[config.mk]
export PLATFORM = sky130hd
export DESIGN_NAME = btb_predictor
export DESIGN_NICKNAME = d
export VERILOG_FILES = /design/src/rtl/bp_pkg.sv /design/src/rtl/bp_sat_counter.sv /design/src/rtl/btb_predictor.sv
export SDC_FILE = /design/constraint.sdc
export NUM_CORES = 1
export LEC_CHECK = 0
export ABC_AREA = 1
export CAP_MARGIN = 20
export CORE_MARGIN = 3
export CORE_UTILIZATION = 50
export CTS_CLUSTER_DIAMETER = 50
export DETAILED_ROUTE_END_ITERATION = 6
export MAX_ROUTING_LAYER = met4
export PLACE_DENSITY = 0.73
export SLEW_MARGIN = 30
export SYNTH_ARGS = -nofsm -noshare
export SYNTH_HDL_FRONTEND = slang
export SYNTH_HIERARCHICAL = 1
export SYNTH_SLANG_ARGS = --single-unit
[constraint.sdc]
create_clock -name clk -period 3.64 [get_ports clk]
set_clock_uncertainty 0.05 [all_clocks]
set_input_delay 0.364 -clock clk [delete_from_list [all_inputs] [get_ports clk]]
set_output_delay 0.364 -clock clk [all_outputs]
set_load 0.02 [all_outputs]
[src/rtl/bp_pkg.sv]
// Shared types and constants for the branch target buffer predictor.
package bp_pkg;

    localparam int CNT_W_DEF  = 2;
    localparam int ADDR_W_DEF = 32;

    localparam logic [1:0] CNT_SNT = 2'b00;
    localparam logic [1:0] CNT_WNT = 2'b01;
    localparam logic [1:0] CNT_WT  = 2'b10;
    localparam logic [1:0] CNT_ST  = 2'b11;

    // Weakly taken for any width: MSB set, remaining bits clear.
    function automatic logic [31:0] cnt_init(input int w);
        return 32'(1) << (w - 1);
    endfunction

    typedef struct packed {
        logic                  valid;
        logic [ADDR_W_DEF-1:0] tag;
        logic [ADDR_W_DEF-1:0] target;
    } bp_entry_t;

endpackage

[src/rtl/bp_sat_counter.sv]
// One saturating direction counter; load (allocation) overrides inc/dec.
module bp_sat_counter
    import bp_pkg::*;
#(
    parameter int CNT_W = CNT_W_DEF
) (
    input  logic             clk,
    input  logic             reset,
    input  logic             inc,
    input  logic             dec,
    input  logic             load,
    output logic [CNT_W-1:0] cnt
);

    always_ff @(posedge clk) begin
        if (reset)
            cnt <= '0;
        else if (load)
            cnt <= CNT_W'(cnt_init(CNT_W));
        else if (inc && cnt != '1)
            cnt <= cnt + 1'b1;
        else if (dec && cnt != '0)
            cnt <= cnt - 1'b1;
    end

endmodule

[src/rtl/btb_predictor.sv]
// Fully-associative BTB with registered lookup and round-robin allocation.
// Optional statistics counters are enabled with BTB_STATS_EN.
module btb_predictor
    import bp_pkg::*;
#(
    parameter int ENTRIES = 4,
    parameter int ADDR_W  = 32,
    parameter int CNT_W   = CNT_W_DEF
) (
    input  logic              clk,
    input  logic              reset,
    input  logic [ADDR_W-1:0] f_pc,
    output logic [ADDR_W-1:0] f_predict_addr,
    output logic              f_predict_valid,
    output logic              f_hit,
    input  logic              x_update,
    input  logic [ADDR_W-1:0] x_pc,
    input  logic [ADDR_W-1:0] x_target,
    input  logic              x_taken
`ifdef BTB_STATS_EN
    ,
    output logic [31:0]       stat_lookups,
    output logic [31:0]       stat_hits,
    output logic [31:0]       stat_allocs
`endif
);

    localparam int PTR_W = $clog2(ENTRIES);

    typedef struct packed {
        logic              valid;
        logic [ADDR_W-1:0] tag;
        logic [ADDR_W-1:0] target;
    } entry_t;

    entry_t                         tbl [ENTRIES];
    logic [PTR_W-1:0]               ptr;
    logic [ENTRIES-1:0]             f_match, x_match, cnt_msb, inc, dec, load;
    logic [ENTRIES-1:0][CNT_W-1:0]  cnt;
    logic                           upd, x_hit, alloc, f_any, f_taken;
    logic [ADDR_W-1:0]              f_tgt;

    assign upd   = x_update & ~reset;
    assign x_hit = |x_match;
    assign alloc = upd & ~x_hit & x_taken;

    for (genvar i = 0; i < ENTRIES; i++) begin : g_ent
        assign f_match[i] = tbl[i].valid && (tbl[i].tag == f_pc);
        assign x_match[i] = tbl[i].valid && (tbl[i].tag == x_pc);
        assign cnt_msb[i] = cnt[i][CNT_W-1];
        assign inc[i]     = upd & x_match[i] & x_taken;
        assign dec[i]     = upd & x_match[i] & ~x_taken;
        assign load[i]    = alloc & (ptr == PTR_W'(i));

        bp_sat_counter #(.CNT_W(CNT_W)) u_cnt (
            .clk   (clk),
            .reset (reset),
            .inc   (inc[i]),
            .dec   (dec[i]),
            .load  (load[i]),
            .cnt   (cnt[i])
        );
    end

    // Allocation only on miss guarantees at most one match, so a plain OR merges hits.
    always_comb begin
        f_any   = |f_match;
        f_tgt   = '0;
        f_taken = 1'b0;
        for (int k = 0; k < ENTRIES; k++) begin
            if (f_match[k]) begin
                f_tgt   = f_tgt | tbl[k].target;
                f_taken = f_taken | cnt_msb[k];
            end
        end
    end

    always_ff @(posedge clk) begin
        if (reset) begin
            for (int k = 0; k < ENTRIES; k++)
                tbl[k].valid <= 1'b0;
            ptr             <= '0;
            f_hit           <= 1'b0;
            f_predict_valid <= 1'b0;
            f_predict_addr  <= '0;
        end else begin
            f_hit           <= f_any;
            f_predict_valid <= f_any & f_taken;
            f_predict_addr  <= f_tgt;
            for (int k = 0; k < ENTRIES; k++) begin
                if (inc[k])
                    tbl[k].target <= x_target;
                if (load[k])
                    tbl[k] <= '{valid: 1'b1, tag: x_pc, target: x_target};
            end
            if (alloc)
                ptr <= (ptr == PTR_W'(ENTRIES - 1)) ? '0 : ptr + 1'b1;
        end
    end

`ifdef BTB_STATS_EN
    always_ff @(posedge clk) begin
        if (reset) begin
            stat_lookups <= '0;
            stat_hits    <= '0;
            stat_allocs  <= '0;
        end else begin
            stat_lookups <= stat_lookups + 1'b1;
            if (f_any)
                stat_hits <= stat_hits + 1'b1;
            if (alloc)
                stat_allocs <= stat_allocs + 1'b1;
        end
    end
`endif

endmodule

== Word level (Yosys, flattened, before mapping) ==
Memories as Yosys holds them, arrays and structs flattened.
Cells that the tools add are included.

* Add/subtract/negate cells: 9
* Eq/ne operators: 15
* Muxes and demuxes: 55
* Bitwise gates (word level): 37
* Reduce and logical (&&, ||, !) cells: 35

{| class="wikitable"
|+ Operators by type and width
! operator !! number
|-
| equality test 32 bit || 8
|-
| two-way mux 32 bit || 8
|-
| bitwise OR 32 bit || 3
|-
| two-way mux 1 bit || 34
|-
| two-way mux 2 bit || 13
|-
| AND 1 bit || 20
|-
| logical AND 1 bit || 16
|-
| nonzero test 2 bit || 8
|-
| nonzero test 3 bit || 4
|-
| bitwise OR 1 bit || 11
|-
| adder 2 x 1 -> 2 bit (second input constant) || 5
|-
| != test 2 bit (second input constant) || 4
|-
| OR reduction 2 bit || 4
|-
| OR reduction 4 bit || 2
|-
| subtractor 2 x 1 -> 2 bit (second input constant) || 4
|-
| equality test 2 bit (second input constant) || 2
|-
| inverter 1 bit || 3
|-
| equality test 2 x 1 -> 1 bit (second input constant) || 1
|-
| zero test 2 bit || 1
|}

* Bits in registers: 44
* RAM bits: 260
* Output and inout port bits: 34
* Word-level logic and storage cells: 164
* Memories kept: 1

{| class="wikitable"
|+ Memory list
! name !! depth !! bits a word !! read ports !! clocked after Yosys merged registers in !! wr ports !! line !! text
|-
| tbl || 4 || 65 || 4 || 0 || 4 || btb_predictor.sv:36 || <nowiki>entry_t tbl [ENTRIES];</nowiki>
|}

== Longest topological paths before layout ==
An unclocked memory read counts as a cell.

* Depth in word-level cells: 12
* Mapped depth: 18

== Modules after synthesis ==
Netlist, hierarchy kept.

{| class="wikitable"
|+ Modules (own cells, without submodules)
! module !! instances !! cells an instance !! area an instance (um2) !! sequential area each (um2)
|-
| btb_predictor || 1 || 1,671 || 14,700.3 || 8,498.2
|-
| bp_sat_counter || 4 || 19 || 106.4 || 40.0
|}

== Least setup slack after synthesis ==
OpenSTA, ideal clock, no wires.

* Kind: input -> register
* Start point: input x_pc[6]
* End point: memory tbl[3][0] (netlist bit) (enable)
* Library setup time: 0.466 ns
* Arrival: 3.450 ns
* Data required time: 3.124 ns
* Path slack: -0.326 ns
* Cell stages on the path: 11
* Path buffers: 1
* Path through: buf_2 inv_1 nand2_1 o21ai_0 nor2_1 nand2_1 nor2_1 nand2_1 nor2_1 nand2_1 o21ai_0

{| class="wikitable"
|+ RTL lines
! element !! line !! text
|-
| start: declaration || btb_predictor.sv:17 || <nowiki>input logic [ADDR_W-1:0] x_pc,</nowiki>
|-
| end: declaration || btb_predictor.sv:36 ||
|}

==> key figures <==
Detailed routing
  – DRT Wirelength: about 63,000 um
  – Pre-antenna DRT Iters: 6
  – DRC Markers: 0
  – Antenna viol nets, final: 0
  – Wirelength per Cell: 26.8 um
  – Drt initial violations: approximately 1,900
  – Routed via count: between 10,000 and 15,000
  – Vias per inst: between 5 and 6

Worst hold path
  – Hold Crit Endpoint: ptr[1]
  – Hold_sp: reset
  – Worst Hold Class: in -> reg
  – Hold Path Depth: 6

Timing
  – Fin. max-slew vios: 0
  – RSZ-0062 raised after global routing: no
  – Final setup fails: 0
  – Slew HR: between 40 and 50%
  – Period utilization: a little over 80%
  – Final count of hold timing violations: 0
  – Final TNS setup: 0 ns
  – Max Freq: around 330 MHz
  – Worst Tran Pin Value: ~0.8 ns
  – Tmin final: about 3 ns

Logic synthesis
  – Mapped Area: between 0.015 and 0.02 mm2
  – Top post-synthesis cells by area: edfxtp_1, nand2_1, nor2_1
  – Post-synthesis cell type count: 37
  – Post-synth top flop: edfxtp_1
  – Syn Nets: between 1,500 and 2,000
  – Asr flop ratio synth: 0%
  – Syn. warnings: 6
  – Post-synth top area share: around half
  – Synth area leader: edfxtp_1
  – Synthesized instance count: 1,747
  – EDFF count, synth: 257
  – Syn avg cell area: between 8 and 9 um2
  – Synthesis-stage register bit count: between 300 and 400
  – Sequential fraction of the synthesis area: 57.2%

Clocking
  – Clk buf depth: 3
  – Clock sink total: a little over 300
  – Later-pin clock latency in the skew report: roughly 0.54 ns
  – Post-cts resize count: 0
  – CTS HTree Levels: 2
  – Hold_buf cts: 0
  – Root Buffer: clkbuf_16
  – Setup bufs post-CTS: 0
  – CTS tree: done
  – Num CTS Buffers: 38
  – Clock-pin slew on the worst setup and hold paths: 0.05 ns

Worst setup path
  – CP Launch Type: input pin
  – Critical Path RT: 3.87 ns
  – Slowest CP cell: clkdlybuf4s50_1
  – R2r setup slk: ~0.7 ns
  – Critical path type: in -> reg
  – Worst Setup End Kind: register
  – CP Depth: 15
  – Max FO, Critical Path: 19
  – R2R cell count: 12
  – Crit-path max cell delay: around 0.74 ns
  – R2r startpoint: tbl[1][53]
  – Critical path's top delay family: buffers and inverters
  – Crit path DAT: roughly 3.2 ns
  – Buffers plus inverters on the worst setup path: 6
  – RR Endpoint: tbl[1][41]
  – CP cell instances: clkdlybuf4s50_1, inv_1, nand2_1, nand2_1, inv_1, nand2_1, nor2_1, nand2_1, nor2_1, nand3_1, nand2_1, inv_2, nand3_2, inv_1, buf_12
  – Worst path most repeated cell: nand2_1

Run
  – Max-cap check violation count: 0

Floorplan
  – # IOs: between 100 and 150
  – Initial Utilization: 50.9%
  – Die ar.: 0.0324 mm2
  – Die Y: 180 um
  – Core area: about 0.030 mm2
  – Die W: between 150 and 200 um
  – # rows: 63

Final layout
  – Layout cells sized above 1: under 10%
  – Commonest non-fill, non-tap cell in the layout: nand2_1
  – Layout area overhead: 22.4%
  – Commonest non-fill, non-tap cells in the layout: nand2_1, nor2_1, edfxtp_1, inv_1, clkdlybuf4s50_1
  – Core Util, Final: between 60 and 70%
  – Final Net Count: just over 2,000

GRT
  – First-pass GRT wire length: ~90,000 um
  – Vias in the first global route: ~13,000
  – Global routing's busiest layer: met2
  – Routing usage on met2: 58.7%
  – GR Util met1: 52.7%
  – Largest net degree at the start of global routing: 46
  – Total GRT Usage: approximately two fifths
  – Met3 GRT Util: around 8.6%
  – Remaining global-route overflow: 0
  – Initial antenna violation count: 2

Place
  – Placer Congestion: around 1.1
  – Dpl hpwl: 48,900 um
  – Number of port buffers: between 100 and 150

Outcome
  – Status: completed

Power
  – Leakage: between 0.007 and 0.008 uW
  – Pwr dens: between 400 and 500 mW/mm2
  – Maximum VDD drop: 0.458 mV
[stage by stage]
| step | instances | hold slack, ns | instance area [um2] | power (uW) | setup WS, ns |
|---|---|---|---|---|---|
| 4_1_cts | 2355 | 0.356 | 18500 | 8330 | 0.741 |
| 3_5_place_dp | 2285 | 0.481 | 17200 | 4580 | 0.222 |
| 5_1_grt | 2357 | 0.397 | 18500 | 8560 | 0.568 |
| 3_3_place_gp | 2285 | 0.465 | 17200 | 4580 | 0.176 |
| 2_1_floorplan | 1747 | 0.386 | 15100 | 4180 | 0.539 |
| 6_report | 2357 | 0.364 | 18500 | 8350 | 0.652 |
[cell usage after synthesis (4+ instances only)]
master	number
dfxtp_1	47
nor3_1	21
nand4_1	21
nand3_1	35
o21ai_0	51
a21oi_1	11
inv_1	176
buf_6	16
edfxtp_1	257
clkbuf_1	4
o22ai_1	62
buf_2	5
nand3_2	7
nor2_2	4
xor2_1	37
nand3b_1	4
nand2_1	625
o21ai_1	13
ha_1	4
nor2_1	273
inv_2	18
xnor2_1	29
nor2_4	5
[state kept, by name, summed over array words and instances, names as in the netlist]
register	flops
f_predict_addr	32
f_hit	1
f_predict_valid	1
tbl	260
g_ent.u_cnt/cnt	8
ptr	2
[report_power, final]
| group | total (uW) | internal [uW] | switching, uW |
|---|---|---|---|
| clock | 3810 | 2210 | 1600 |
| combinational | 705 | 235 | 470 |
| sequential | 3840 | 3810 | 24.1 |
| total | 8350 | 6260 | 2090 |
[layout make-up]
class / count / area [um2]
diodes: 2 / 5.00
clock buffers: 42 / 976
clock inverters: 28 / 308
fillers: 2448 / 11200
inverters: 194 / 728
multi-input cells: 1222 / 5550
flip-flops and latches: 304 / 8660
well taps: 390 / 488
repair buffers: 175 / 1790
[per-layer routing]
| layer | wire length [um] | share of wire [%] |
|---|---|---|
| met5 | 0 | 0 |
| met4 | 3310 | 5.2 |
| met3 | 7190 | 11 |
| met2 | 27900 | 44 |
| met1 | 24600 | 39 |
[worst max path at each step]
stage,from,end
after CTS,x_pc[28],tbl[1][45]
after floorplan,x_pc[6],tbl[3][0]
after global placement,x_pc[25],tbl[3][64]
after detailed placement,x_pc[28],tbl[3][64]
after global routing,x_pc[28],tbl[1][41]
final,x_pc[28],tbl[1][41]
[cell families after synthesis]
logic type / share of synthesized area, %
and+or+nand+nor: 26.6
xor gates and xnor gates: 3.82
adders and majority gates: 0.331
AOI/OAI and AO/OA: 5.70
buffers and inverters: 6.35
DFF: 57.2
[worst reg2reg max path, delay by kind of cell (launching register included)]
kind | cells | cell delay (ns)
DFF | 1 | 0.56
and+or+nand+nor | 8 | 1.52
buffers and inverters | 4 | 0.54
(Power assumes the default switching activity.)
